==> src/rtl/decode_unglue.sv <==
// Byte-granular request decoder over a 32-bit framed FIFO stream.
// Frames are unpacked into an 8-byte MSB-first buffer and served as 1..4 byte responses.
module decode_unglue #(
  parameter int ENDIAN_SWAP = 0
) (
  input  logic        clk,
  input  logic        rst,
  input  logic [33:0] fifo_dout,
  input  logic        fifo_empty,
  input  logic        fifo_valid,
  output logic        fifo_rd_en,
  input  logic        src_done,
  input  logic        req_valid,
  input  logic [2:0]  req_len,
  output logic        req_ready,
  output logic [31:0] out_data,
  output logic [2:0]  out_len,
  output logic        out_valid,
  output logic        out_last,
  output logic [3:0]  byte_count,
  output logic        stream_done
);

  function automatic logic [2:0] frame_bytes(input logic [1:0] mask);
    case (mask)
      2'b00:   frame_bytes = 3'd4;
      2'b01:   frame_bytes = 3'd1;
      2'b10:   frame_bytes = 3'd2;
      2'b11:   frame_bytes = 3'd3;
      default: frame_bytes = 3'd4;
    endcase
  endfunction

  function automatic logic [31:0] keep_bytes(input logic [31:0] d, input logic [2:0] n);
    case (n)
      3'd0:    keep_bytes = 32'h0000_0000;
      3'd1:    keep_bytes = d & 32'hFF00_0000;
      3'd2:    keep_bytes = d & 32'hFFFF_0000;
      3'd3:    keep_bytes = d & 32'hFFFF_FF00;
      default: keep_bytes = d;
    endcase
  endfunction

  function automatic logic [31:0] byte_rev(input logic [31:0] d, input logic [2:0] n);
    case (n)
      3'd0:    byte_rev = 32'h0000_0000;
      3'd1:    byte_rev = {d[31:24], 24'h00_0000};
      3'd2:    byte_rev = {d[23:16], d[31:24], 16'h0000};
      3'd3:    byte_rev = {d[15:8], d[23:16], d[31:24], 8'h00};
      default: byte_rev = {d[7:0], d[15:8], d[23:16], d[31:24]};
    endcase
  endfunction

  logic [63:0] buf_r, buf_s;
  logic [3:0]  count_r, count_s, rem_s;
  logic        pending_r, pending_s;
  logic        eos_r, eos_s;
  logic [2:0]  len_s, take_s, nbytes_s;
  logic        accept_s, append_s, done_s, last_s;
  logic        fifo_rd_en_s, req_ready_s;
  logic [31:0] taken_s, resp_data_s;
  logic [31:0] out_data_r;
  logic [2:0]  out_len_r;
  logic        out_valid_r, out_last_r, stream_done_r;

  // Request length normalisation: 0 stays 0, oversize requests clamp to a word
  always_comb begin
    len_s = req_len;
    if (req_len == 3'd0) begin
      len_s = 3'd0;
    end else if (req_len > 3'd4) begin
      len_s = 3'd4;
    end else begin
      len_s = req_len;
    end
  end

  // Handshake strobes; a drained stream stalls every further request
  always_comb begin
    done_s       = eos_r && !pending_r && (count_r == 4'd0);
    fifo_rd_en_s = 1'b0;
    req_ready_s  = 1'b0;
    if (rst) begin
      fifo_rd_en_s = 1'b0;
      req_ready_s  = 1'b0;
    end else begin
      fifo_rd_en_s = !fifo_empty && !pending_r && !eos_r && (count_r <= 4'd4);
      req_ready_s  = !done_s && ((count_r >= {1'b0, len_s}) ||
                                 (eos_r && !pending_r && (count_r != 4'd0)));
    end
  end

  // Buffer next state: consume from the top, append behind the survivors
  always_comb begin
    accept_s = req_valid && req_ready_s;
    append_s = fifo_valid && pending_r;
    nbytes_s = frame_bytes(fifo_dout[33:32]);
    take_s   = 3'd0;
    if (accept_s) begin
      take_s = ({1'b0, len_s} < count_r) ? len_s : count_r[2:0];
    end else begin
      take_s = 3'd0;
    end
    rem_s = count_r - {1'b0, take_s};
    buf_s = buf_r << {take_s, 3'b000};
    count_s = rem_s;
    if (append_s) begin
      buf_s   = buf_s | ({keep_bytes(fifo_dout[31:0], nbytes_s), 32'h0000_0000} >> {rem_s, 3'b000});
      count_s = rem_s + {1'b0, nbytes_s};
    end else begin
      count_s = rem_s;
    end
    pending_s = pending_r;
    if (fifo_rd_en_s) begin
      pending_s = 1'b1;
    end else if (fifo_valid) begin
      pending_s = 1'b0;
    end else begin
      pending_s = pending_r;
    end
    eos_s = eos_r || (append_s && (fifo_dout[33:32] != 2'b00)) ||
            (src_done && fifo_empty && !pending_r);
    taken_s = keep_bytes(buf_r[63:32], take_s);
    resp_data_s = (ENDIAN_SWAP != 0) ? byte_rev(taken_s, take_s) : taken_s;
    last_s = eos_r && !pending_r && (rem_s == 4'd0);
  end

  // State and registered response
  always_ff @(posedge clk or posedge rst) begin
    if (rst) begin
      buf_r         <= 64'h0;
      count_r       <= 4'd0;
      pending_r     <= 1'b0;
      eos_r         <= 1'b0;
      out_data_r    <= 32'h0;
      out_len_r     <= 3'd0;
      out_valid_r   <= 1'b0;
      out_last_r    <= 1'b0;
      stream_done_r <= 1'b0;
    end else begin
      buf_r         <= buf_s;
      count_r       <= count_s;
      pending_r     <= pending_s;
      eos_r         <= eos_s;
      out_data_r    <= resp_data_s;
      out_len_r     <= take_s;
      out_valid_r   <= accept_s && (len_s != 3'd0);
      out_last_r    <= accept_s && (len_s != 3'd0) && last_s;
      stream_done_r <= eos_s && !pending_s && (count_s == 4'd0);
    end
  end

  assign fifo_rd_en  = fifo_rd_en_s;
  assign req_ready   = req_ready_s;
  assign out_data    = out_data_r;
  assign out_len     = out_len_r;
  assign out_valid   = out_valid_r;
  assign out_last    = out_last_r;
  assign byte_count  = count_r;
  assign stream_done = stream_done_r;

endmodule

==> config.mk <==
export PLATFORM = sky130hd
export DESIGN_NAME = decode_unglue
export DESIGN_NICKNAME = d
export VERILOG_FILES = /design/src/rtl/decode_unglue.sv
export SDC_FILE = /design/constraint.sdc
export NUM_CORES = 1
export LEC_CHECK = 0
export CORE_MARGIN = 1.5
export CORE_UTILIZATION = 55
export CTS_CLUSTER_SIZE = 40
export DETAILED_ROUTE_END_ITERATION = 12
export GPL_ROUTABILITY_DRIVEN = 0
export PLACE_DENSITY_LB_ADDON = 0.25
export SETUP_SLACK_MARGIN = 0.2
export SYNTH_ARGS = -nofsm -noshare
export SYNTH_HDL_FRONTEND = slang
export SYNTH_SLANG_ARGS = --single-unit
==> constraint.sdc <==
create_clock -name clk -period 5.2 [get_ports clk]
set_clock_uncertainty 0.2 [all_clocks]
set_input_delay 1.04 -clock clk [delete_from_list [all_inputs] [get_ports clk]]
set_output_delay 1.04 -clock clk [all_outputs]
set_load 0.02 [all_outputs]
==> results.yml <==
status:
  status: "complete, but fails checks"
  violations: "DRC"
cts:
  holdBufCountCts: 0
  clk_pin_slew_ns: 0.06
  clkLatencyLatePin_ns: 0.36
  clock_sinks: 108
  cts_tree: "built"
  htreeDepth: 3
  cts-root-buf: "clkbuf_16"
  cts_buffer_depth: 2
  cts_made_buffers: 9
critical_path:
  startpoint_type: "input pin"
  worstSetupPathType: "in -> reg"
  worstPathRequired_ns: 5.23
  crit_fanout: 8
  cp-end-kind: "flip-flop"
  worstPathArrival_ns: 4.84
finish:
  seqCellArea_mm2: 0.00270
  drive_gt1_frac: 0.125
  fin_area_mm2: 0.00805
  fin_util: 0.696
  n_fill_cell: 918
  multi_input_area_mm2: 0.00372
  nets: 803
  instances_no_fill: 895
  area_delta_synth_final_pct: 21.9
  diodes: 0
yosys:
  netlist_instances: 670
  postSynthAreaPerCell_um2: 9.85
  synth_edf_count: 0
  async_flop_share: 1.00
  ys_seq_area_frac: 0.409
  synth_xor_area_frac: 0.00512
  ys_types: 60
  yosys_warnings: 0
  syn-cell-area_mm2: 0.00660
  synth_ff_type: "dfrtp_1"
  synth_compound_area_frac: 0.248
  synth_top_area_frac: 0.409
  yosys.area_share.simple: 0.136
  synth_area_leaders: "dfrtp_1 (41%), mux2i_1 (11%), nand2_1 (3.6%)"
  synth_top_area_cell: "dfrtp_1"
  synth-seq-cells: 108
  synthMuxAreaShare: 0.133
  synth_fa_ha_area_frac: 0.0231
  synth_top_family_by_area: "compound AO/OA/AOI/OAI gates"
  synth_nets: 724
placed_design:
  dpl.hpwl_mm: 13.8
  port_buffers: 86
  placed_area_mm2: 0.00774
  dp_slack_ns: -0.00189
  dp_cells: 880
floorplanning:
  ioPinCount: 87
  die-area_mm2: 0.0127
  core_mm2: 0.0116
  rows: 39
  die_y_um: 113
  start_util: 0.571
  die_w_um: 113
drt:
  wl_mm: 20.1
  dr.pass1.iters: 10
  drc_errors: 4
  top_layer: "met4"
  m1WireLength_mm: 8.29
  vias: 6109
  vias_per_cell: 6.83
  ant_nets: 0
  routedWlPerCell_um: 22.4
  dr_wl_met3_mm: 2.47
  routed-wl-met2_mm: 8.64
  first_iter_violations: 964
timing:
  timing.slew.headroom: 0.409
  rsz0062_at_grt: "no"
  fin_crit_ns: 4.80
  setup_viol: 0
  fin_hold_ws_ns: 0.280
  worst_pin_slew_ns: 0.880
  setup_tns_ns: 0
  timing.final.crit_share: 0.924
  fmax_ghz: 0.208
  timing.final.ws_setup_ns: 0.395
  final_max_slew_viol_count: 0
  hold_viol: 0
pwr:
  p_leak_nw: 3.45
  ir_drop_mv: 0.388
  power_density_mw_per_mm2: 449
  p_total_mw: 3.62
global_route:
  track_usage: 0.326
  grt_antenna_before_repair: 0
  grt_pass1_wl_mm: 32.1
  first_global_vias: 5903
  overflow: 0
  grt_start_max_net_pins: 65
min_path:
  min_path_type: "reg -> reg"
flow_run:
  drv_cap: 0
[sequential cells by signal, indices dropped and copies added (netlist names), 3 cells and up]
| signal | count |
|---|---|
| out_data | 32 |
| byte_count | 4 |
| out_len | 3 |
| buf_r | 64 |
[power breakdown]
part,total [mW],internal (mW),leakage [nW],switching (mW)
Sequential,1.04,0.953,1.48,0.0907
Combinational,1.91,0.732,1.84,1.18
Clock,0.661,0.359,0.134,0.302
Total,3.62,2.04,3.45,1.57
[routing by layer]
| metal | up-vias | GRT usage |
|---|---|---|
| met4 | 0 | 0.138 |
| met1 | 2896 | 0.456 |
| met2 | 470 | 0.476 |
| met5 | - | 0 |
| met3 | 66 | 0.0929 |
| li1 | 2677 | - |
[cells in the mapped netlist (4+ instances only)]
master     count
a21oi_1       35
dfrtp_1      108
clkbuf_1      26
o32ai_1        8
nand3_1       19
a211oi_1       8
o211a_1        9
and3_1        17
o211ai_1       8
a32o_1         9
mux2_2        10
a21o_1        10
o21ai_0       33
a22oi_1        8
a221o_1        7
nand2b_1       4
a211o_1        8
buf_2         13
nor2_1        25
o221ai_1       9
nand2_1       63
inv_1         12
and2_1        17
buf_6          5
mux2i_1       73
a21boi_0       8
o22a_1         9
nor3_1         5
o22ai_1       24
a22o_1         8
nor2b_1       10
ha_1           9
o2bb2ai_1     14
[kinds of logic (layout without fill, tap and decap cells)]
| family | after synthesis | after routing |
|---|---|---|
| DFF | 108 | 108 |
| and+or+nand+nor | 176 | 176 |
| adders and majority gates | 11 | 11 |
| muxes | 85 | 85 |
| xor gates and xnor gates | 3 | 3 |
| buffers and inverters | 63 | 145 |
| AOI/OAI and AO/OA | 224 | 224 |
[worst max-delay path, cell delays in order]
cell	delay, ns
clkdlybuf4s50_1	0.51
nand2b_1	0.16
inv_1	0.05
ha_1	0.33
nand2b_4	0.07
a211oi_4	0.23
buf_4	0.20
mux2i_1	0.21
and2_4	0.19
inv_4	0.07
ha_4	0.26
nor2b_1	0.13
o21ai_1	0.11
nor3b_4	0.20
or3_1	0.49
buf_4	0.23
o32ai_1	0.36
[cell usage in the layout, fill, tap and decap left out, types with 22 or more instances in the layout]
cell type and instances:
clkdlybuf4s50_1 86, buf_4 29, o22ai_1 24, nor2_1 22, o21ai_0 30, mux2i_1 73, nand2_1 62, a21oi_1 35
dfrtp_1 108
[what timing repair did]
| action | 4_1_cts | 5_1_grt |
|---|---|---|
| buffers inserted | 0 | 1 |
| gates resized for setup | 0 | 3 |
| endpoints found under the setup margin | 0 | 14 |
[worst paths after layout]
kind | from | cells past startpoint | end | slack, ns
max in group asynchronous | rst | 4 | out_data[6] | 2.48
hold reg to reg | buf_r[47] | 1 | out_data[15] | 0.28
min in group asynchronous | rst | 3 | out_valid | 1.08
hold / removal | buf_r[47] | 1 | out_data[15] | 0.28
setup / recovery | req_len[2] | 17 | buf_r[31] | 0.40
setup reg to reg | byte_count[1] | 15 | buf_r[31] | 1.15
[cell type report]
class	instances	area share
Clock buffer	13	0.0336
Clock inverter	1	0.000933
Inverter	15	0.00840
Multi-Input combinational cell	499	0.462
Sequential cell	108	0.336
Tap cell	143	0.0222
Timing Repair Buffer	116	0.137
Power figures use the tool's default switching activity.
